[src/rtl/rom_sync_responder.sv]
// Program-ROM responder for the 4-bit instruction bus: follows the CPU microcycle
// from sync, captures A1..A3, and returns the stored opcode byte during M1/M2.
module rom_sync_responder #(
    parameter logic [3:0] CHIP_ID = 4'h0
) (
    input  logic       clk,
    input  logic       rst_n,
    input  logic       sync,
    input  logic [3:0] d_in,
    output logic [3:0] d_out,
    output logic       d_oe,
    input  logic       prog_we,
    input  logic [7:0] prog_addr,
    input  logic [7:0] prog_data,
    output logic [2:0] phase,
    output logic       locked,
    output logic       hit,
    output logic       sync_err
);

    typedef enum logic [2:0] {
        PH_A1 = 3'd0,
        PH_A2 = 3'd1,
        PH_A3 = 3'd2,
        PH_M1 = 3'd3,
        PH_M2 = 3'd4,
        PH_X1 = 3'd5,
        PH_X2 = 3'd6,
        PH_X3 = 3'd7
    } phase_t;

    logic [7:0] mem_r [256];
    logic [7:0] mem_rd_s;

    phase_t     phase_r, phase_s;
    logic       locked_r, locked_s;
    logic [7:0] addr_r, addr_s;
    logic [3:0] opa_r, opa_s;
    logic [3:0] d_out_r, d_out_s;
    logic       d_oe_r, d_oe_s;
    logic       hit_r, hit_s;
    logic       sync_err_r, sync_err_s;

    // Program port: storage is deliberately not reset.
    always_ff @(posedge clk) begin
        if (prog_we) begin
            mem_r[prog_addr] <= prog_data;
        end
    end

    // Read returns pre-write contents when a write lands on the same edge.
    always_comb begin
        mem_rd_s = mem_r[addr_r];
    end

    // Next-state: phase tracking, address capture and opcode drive sequencing.
    always_comb begin
        phase_s    = phase_r;
        locked_s   = locked_r;
        addr_s     = addr_r;
        opa_s      = opa_r;
        d_out_s    = d_out_r;
        d_oe_s     = d_oe_r;
        hit_s      = 1'b0;
        sync_err_s = 1'b0;

        if (sync) begin
            phase_s  = PH_A1;
            locked_s = 1'b1;
            if (locked_r && (phase_r != PH_X3)) begin
                // Early strobe: resynchronise and drop any drive in progress.
                sync_err_s = 1'b1;
                d_oe_s     = 1'b0;
                d_out_s    = 4'h0;
            end else begin
                sync_err_s = 1'b0;
            end
        end else if (locked_r) begin
            if (phase_r == PH_X3) begin
                sync_err_s = 1'b1;
                locked_s   = 1'b0;
                phase_s    = PH_A1;
                d_oe_s     = 1'b0;
                d_out_s    = 4'h0;
            end else begin
                phase_s = phase_t'(phase_r + 3'd1);
                case (phase_r)
                    PH_A1: addr_s[3:0] = d_in;
                    PH_A2: addr_s[7:4] = d_in;
                    PH_A3: begin
                        if (d_in == CHIP_ID) begin
                            d_out_s = mem_rd_s[7:4];
                            opa_s   = mem_rd_s[3:0];
                            d_oe_s  = 1'b1;
                            hit_s   = 1'b1;
                        end else begin
                            d_oe_s  = 1'b0;
                        end
                    end
                    PH_M1: begin
                        if (d_oe_r) begin
                            d_out_s = opa_r;
                        end else begin
                            d_out_s = d_out_r;
                        end
                    end
                    PH_M2: begin
                        d_oe_s  = 1'b0;
                        d_out_s = 4'h0;
                    end
                    default: begin
                        d_oe_s = 1'b0;
                    end
                endcase
            end
        end else begin
            phase_s = PH_A1;
        end
    end

    // State and output registers; reset clears the bus drive without a clock.
    always_ff @(posedge clk or negedge rst_n) begin
        if (!rst_n) begin
            phase_r    <= PH_A1;
            locked_r   <= 1'b0;
            addr_r     <= 8'h00;
            opa_r      <= 4'h0;
            d_out_r    <= 4'h0;
            d_oe_r     <= 1'b0;
            hit_r      <= 1'b0;
            sync_err_r <= 1'b0;
        end else begin
            phase_r    <= phase_s;
            locked_r   <= locked_s;
            addr_r     <= addr_s;
            opa_r      <= opa_s;
            d_out_r    <= d_out_s;
            d_oe_r     <= d_oe_s;
            hit_r      <= hit_s;
            sync_err_r <= sync_err_s;
        end
    end

    assign phase    = phase_r;
    assign locked   = locked_r;
    assign d_out    = d_out_r;
    assign d_oe     = d_oe_r;
    assign hit      = hit_r;
    assign sync_err = sync_err_r;

endmodule

[config.mk]
export PLATFORM = sky130hd
export DESIGN_NAME = rom_sync_responder
export DESIGN_NICKNAME = d
export VERILOG_FILES = /design/src/rtl/rom_sync_responder.sv
export SDC_FILE = /design/constraint.sdc
export NUM_CORES = 2
export LEC_CHECK = 0
export BUFFER_PORTS_ARGS = -buffer_cell sky130_fd_sc_hd__buf_2
export CORE_ASPECT_RATIO = 1.75
export CORE_MARGIN = 3
export CORE_UTILIZATION = 35
export DETAILED_ROUTE_END_ITERATION = 7
export PLACE_DENSITY_LB_ADDON = 0.3
export SETUP_SLACK_MARGIN = 0.15
export SLEW_MARGIN = 20
export SYNTH_ARGS = -nofsm -noshare
export SYNTH_HDL_FRONTEND = slang
export SYNTH_SLANG_ARGS = --single-unit
[constraint.sdc]
create_clock -name clk -period 4.76 [get_ports clk]
set_input_delay 0.952 -clock clk [delete_from_list [all_inputs] [get_ports clk]]
set_output_delay 0.952 -clock clk [all_outputs]
set_load 0.01 [all_outputs]
Word level (Yosys, flattened, before mapping):

Memory sizes are Yosys's and may differ from the RTL's.
Index checks and enable logic that the tools add are counted.

* memories kept: 1
* output and inout bits: 11
* register bits after elaboration: 23
* RAM bits: 2048

Memories
* mem_r: words 256, bits a word 8, rd ports 1, clocked after Yosys merged registers in 0, write ports 1, line 32 `logic [7:0] mem_r [256];`

* bitwise operators: 2
* reduce and logical (&&, ||, !) cells: 11
* mux-type cells: 29
* equality and inequality tests: 10
* $add $sub $neg: 1

Operators with widths (count)
* $mux 4: 6
* $mux 1: 18
* $pmux 4 s3: 1
* $reduce_and 5->1: 2
* $mux 3: 3
* $ne 4x4->1 const B: 2
* $reduce_and 4->1: 2
* $eq 3x2->1 const B: 2
* $eq 3x3->1 const B: 2
* $reduce_bool 5->1: 1
* $logic_not 4->1: 1
* $add 3x1->3 const B: 1
* $eq 3x1->1 const B: 1
* $logic_not 3->1: 1
* $ne 3x1->1 const B: 1
* $ne 3x3->1 const B: 1
* $reduce_and 3->1: 1
* $reduce_or 3->1: 1
* $ne 2x1->1 const B: 1
* $not 1->1: 2
* $pmux 1 s2: 1
* $reduce_bool 2->1: 1
* $logic_and 1x1->1: 1

Longest topological paths before layout:

* depth in word-level cells: 6
* mapped depth: 13

Worst setup path before layout:

OpenSTA, ideal clock, no wires.

* kind: input to register
* start: input prog_addr[3]
* end: memory mem_r[235][0], enable pin
* cell stages on the path: 6
* data arrival time: 2.398 ns
* path slack: 1.992 ns
* cells stage by stage: clkbuf_1 nor2b_1 clkbuf_1 nand4_1 clkbuf_1 nor2_1

RTL lines
* from (decl): line 13 `input logic [7:0] prog_addr,`
* to (decl): line 32

No word-level cell before the write port.

Worst setup path after layout:

* start: register phase_r[0], in the netlist phase[0]
* end: register opa_r[2]

* cells in the longest elaborated chain, start to end: 3

Ends and longest elaborated chain
* from (decl): line 35 `phase_t phase_r, phase_s;`
* from (signal assigned): line 133 `phase_r <= phase_s;`
* $eq 3x3->1: line 79 `if (phase_r == PH_X3) begin`
* $not 1->1 (no line)
* $reduce_and 5->1 (no line) (*)
* to (signal assigned): line 136 `opa_r <= opa_s;`
* to (decl): line 38 `logic [3:0] opa_r, opa_s;`

Every way passes the cells marked *; elsewhere a longest branch is shown, timed or not.
A chain may end at the register's enable or synchronous reset.

==> out/summary.txt <==
Largest net degree at the start of global routing: 119
Final WL: 245 mm
Worst path required time: 5.52 ns
Final Core Density: 0.399
Yosys warns: 0
Startpoint type of the worst setup path: register
Met2 WL: 127 mm
Post-CTS Setup Bufs: 0
Share of cells above drive strength 1: 0.253
Max cap viols: 0
RR Startpoint: phase[0]$_DFF_PN0_
Hold buffers post-CTS: 0
Area Growth Syn to Fin: 13.2%
Synth unique cells: 67
Area of the core: 0.229 mm^2
EDFF count, synth: 2048
Via/cell ratio: 5.60
Final clock skew: 0.0797 ns
Fmax: 0.245 GHz
R2r endpoint: opa_r[2]$_DFFE_PN0P_
Worst-margin pin slew: 1.17 ns
VDD IR max: 0.295 mV
Sequential area share after synthesis: 0.768
Core Rows: 232
H-tree levels: 4
R2R cell count: 8
Delay-heaviest family, CP: simple AND/OR/NAND/NOR gates
Worst-Skew Late Latency: 0.85 ns
Total track usage: 0.206
Worst Setup EP: opa_r[2]$_DFFE_PN0P_
Status: completed
HP Class: in2async
Ys async rst share: 0.0111
Crit path kind: reg2reg
Synth Flop Type: edfxtp_1
Pwr dens: 477 mW/mm^2
DR WL/cell: 33.8 um
Die Ht: 642 um
Antenna-violating nets left: 0
Clock Sinks: 2071
Initial Utilization: 0.353
Critical path depth: 8
Inserted Clock Buffers: 184
LEAKAGE: 28.2 nW
DRC: 0
Worst endpoint data arrival time: 4.84 ns
Register bit total from synthesis: 2071
Nets: 4096
Vias in the first global route: 41857
CP max stage cell: nor2_1
CP bufs+invs: 0
Final HPWL from detailed placement: 161 mm
Area of the die: 0.237 mm^2
Post-CTS sizing: 0
Antenna violations before repair: 13
Setup violators final: 0
DRT met1 WL: 82.0 mm
Syn Std Cell Area: 0.0808 mm^2
Longest Clk Path Bufs: 4
First-pass GRT wire length: 340 mm
Worst setup EP type: register
CP startpoint: phase[0]$_DFF_PN0_
Largest incremental delay on the critical path: 0.69 ns
Die X: 369 um
Synthesized net count: 3879
Global route overflow: 0
Setup TNS: 0 ns
Top layer in use: met5
Worst-path cell chain: ha_1, ha_1, nor2_1, nand3_1, nor2_1, o21ai_0, a211oi_1, a221o_1
Initial drt markers: 4518
Final worst-path cycle share: 0.857
# IOs: 35
Wire length on met3: 15.8 mm
Worst-path clk slew: 0.08 ns
DR pass1 iterations: 6
Hold Vio Cnt, Final: 0
Root Buffer: clkbuf_16
Post-Syn Instances: 3849
Vias: 40636
IO Port Bufs: 34
Flop-to-flop setup slack: 0.68 ns
Hold Worst Slack: 0.144 ns
Slew margin rel.: 0.220
Slew Limit Fails: 0
Maximum fanout along the worst path: 10
Min cycle time layout: 4.08 ns
CTS tree: yes
Placer congestion estimate: 0.913
RSZ-0062 raised after global routing: false
Avg Inst Size Synth: 21.0 um^2
## flip-flops by register name, summed over array words and instances (netlist names)
name / flops
opa_r: 4
d_out: 4
d_oe: 1
phase: 3
hit: 1
sync_err: 1
addr_r: 8
locked: 1
mem_r: 2048
## synthesized netlist by cell type (all sizes together), types with 8 or more instances
cell	n	area share
edfxtp	2048	0.76
mux4	496	0.14
nor2	309	0.014
buf	131	0.012
nand2	116	0.0054
mux2i	110	0.014
clkbuf	98	0.0046
a21oi	57	0.0035
a22oi	53	0.0049
nand3	52	0.0032
o22ai	35	0.0027
nor2b	32	0.0025
a211oi	27	0.0026
o21ai	26	0.0016
o221ai	25	0.0027
dfrtp	23	0.0071
a31oi	18	0.0014
nand4	17	0.0013
nor3	16	0.00099
a22o	15	0.0016
mux2	15	0.0021
a221oi	13	0.0014
and2	12	0.00093
inv	12	0.00056
nand2b	12	0.00093
o211ai	9	0.00084
o31ai	8	0.00074
## worst reg2reg max path, delay by kind of cell (launching register included)
family,cells,cell delay (ns)
AOI/OAI and AO/OA,3,1.26
DFF,1,0.44
adders and majority gates,2,0.49
and+or+nand+nor,3,1.81
## placed cells by master (no fill, tap or decap), types with 25 or more instances in the layout
cell type / Yosys / routed
nor2_1: 309 / 305
buf_4: 24 / 196
buf_2: 48 / 26
a211oi_1: 26 / 25
a21oi_1: 57 / 57
nor2b_1: 32 / 28
edfxtp_1: 2048 / 2048
nand3_1: 52 / 52
mux2i_1: 110 / 110
o22ai_1: 35 / 35
clkinv_2: 0 / 38
o221ai_1: 25 / 25
clkbuf_16: 0 / 187
nand2_1: 116 / 116
a22oi_1: 53 / 53
clkinv_1: 1 / 27
buf_12: 1 / 30
mux4_2: 496 / 496
clkbuf_1: 98 / 33
## report_power, final
group | switching (mW) | leakage, nW | internal [mW]
clock network | 6.69 | 2.84 | 8.11
registers | 0.251 | 18.7 | 20.1
logic | 5.34 | 6.67 | 3.18
total | 12.3 | 28.2 | 31.4
## routing by layer
layer / up-vias / track usage
li1: 16400 / -
met1: 21862 / 0.226
met2: 1753 / 0.363
met3: 615 / 0.0333
met4: 6 / 0.143
met5: - / 0
## worst min path at each step
stage	from	endpoint	slack, ns	cells past startpoint
5_1_grt	rst_n	sync_err$_DFF_PN0_	0.15	1
2_1_floorplan	opa_r[0]$_DFFE_PN0P_	opa_r[0]$_DFFE_PN0P_	0.46	1
6_report	rst_n	opa_r[1]$_DFFE_PN0P_	0.14	1
3_5_place_dp	opa_r[1]$_DFFE_PN0P_	opa_r[1]$_DFFE_PN0P_	0.53	1
3_3_place_gp	opa_r[1]$_DFFE_PN0P_	opa_r[1]$_DFFE_PN0P_	0.53	1
4_1_cts	rst_n	sync_err$_DFF_PN0_	0.11	1
## cells by family after synthesis
logic type / synth area share
flip-flops: 0.768
multiplexers: 0.154
AND/OR/NAND/NOR: 0.0314
AO/OA/AOI/OAI: 0.0279
buffers and inverters: 0.0175
adder cells (fa/ha/maj): 0.000929
XOR/XNOR: 0.000108
## through the flow
| step | std cells | worst slack, ns | area, um^2 | total power, mW |
|---|---|---|---|---|
| after detailed placement | 6921 | 0.516 | 85600 | 29.3 |
| final | 7252 | 0.682 | 91400 | 43.7 |
| after global routing | 7247 | 0.550 | 91400 | 44.7 |
| after CTS | 7245 | 0.769 | 91400 | 43.9 |
| after global placement | 6921 | 0.496 | 85600 | 29.3 |
| after floorplan | 3849 | 1.99 | 80800 | 25.5 |
## cell type report
type	count	area [um^2]
fill	20139	138000
sequential	2071	62100
multi-input combinational	1536	17400
clock buffer	228	4910
tap	3042	3810
timing repair buffer	260	2310
clock inverter	96	885
inverter	13	50.0
antenna	6	15.0
Note: power is estimated with default switching activity, not from simulation.
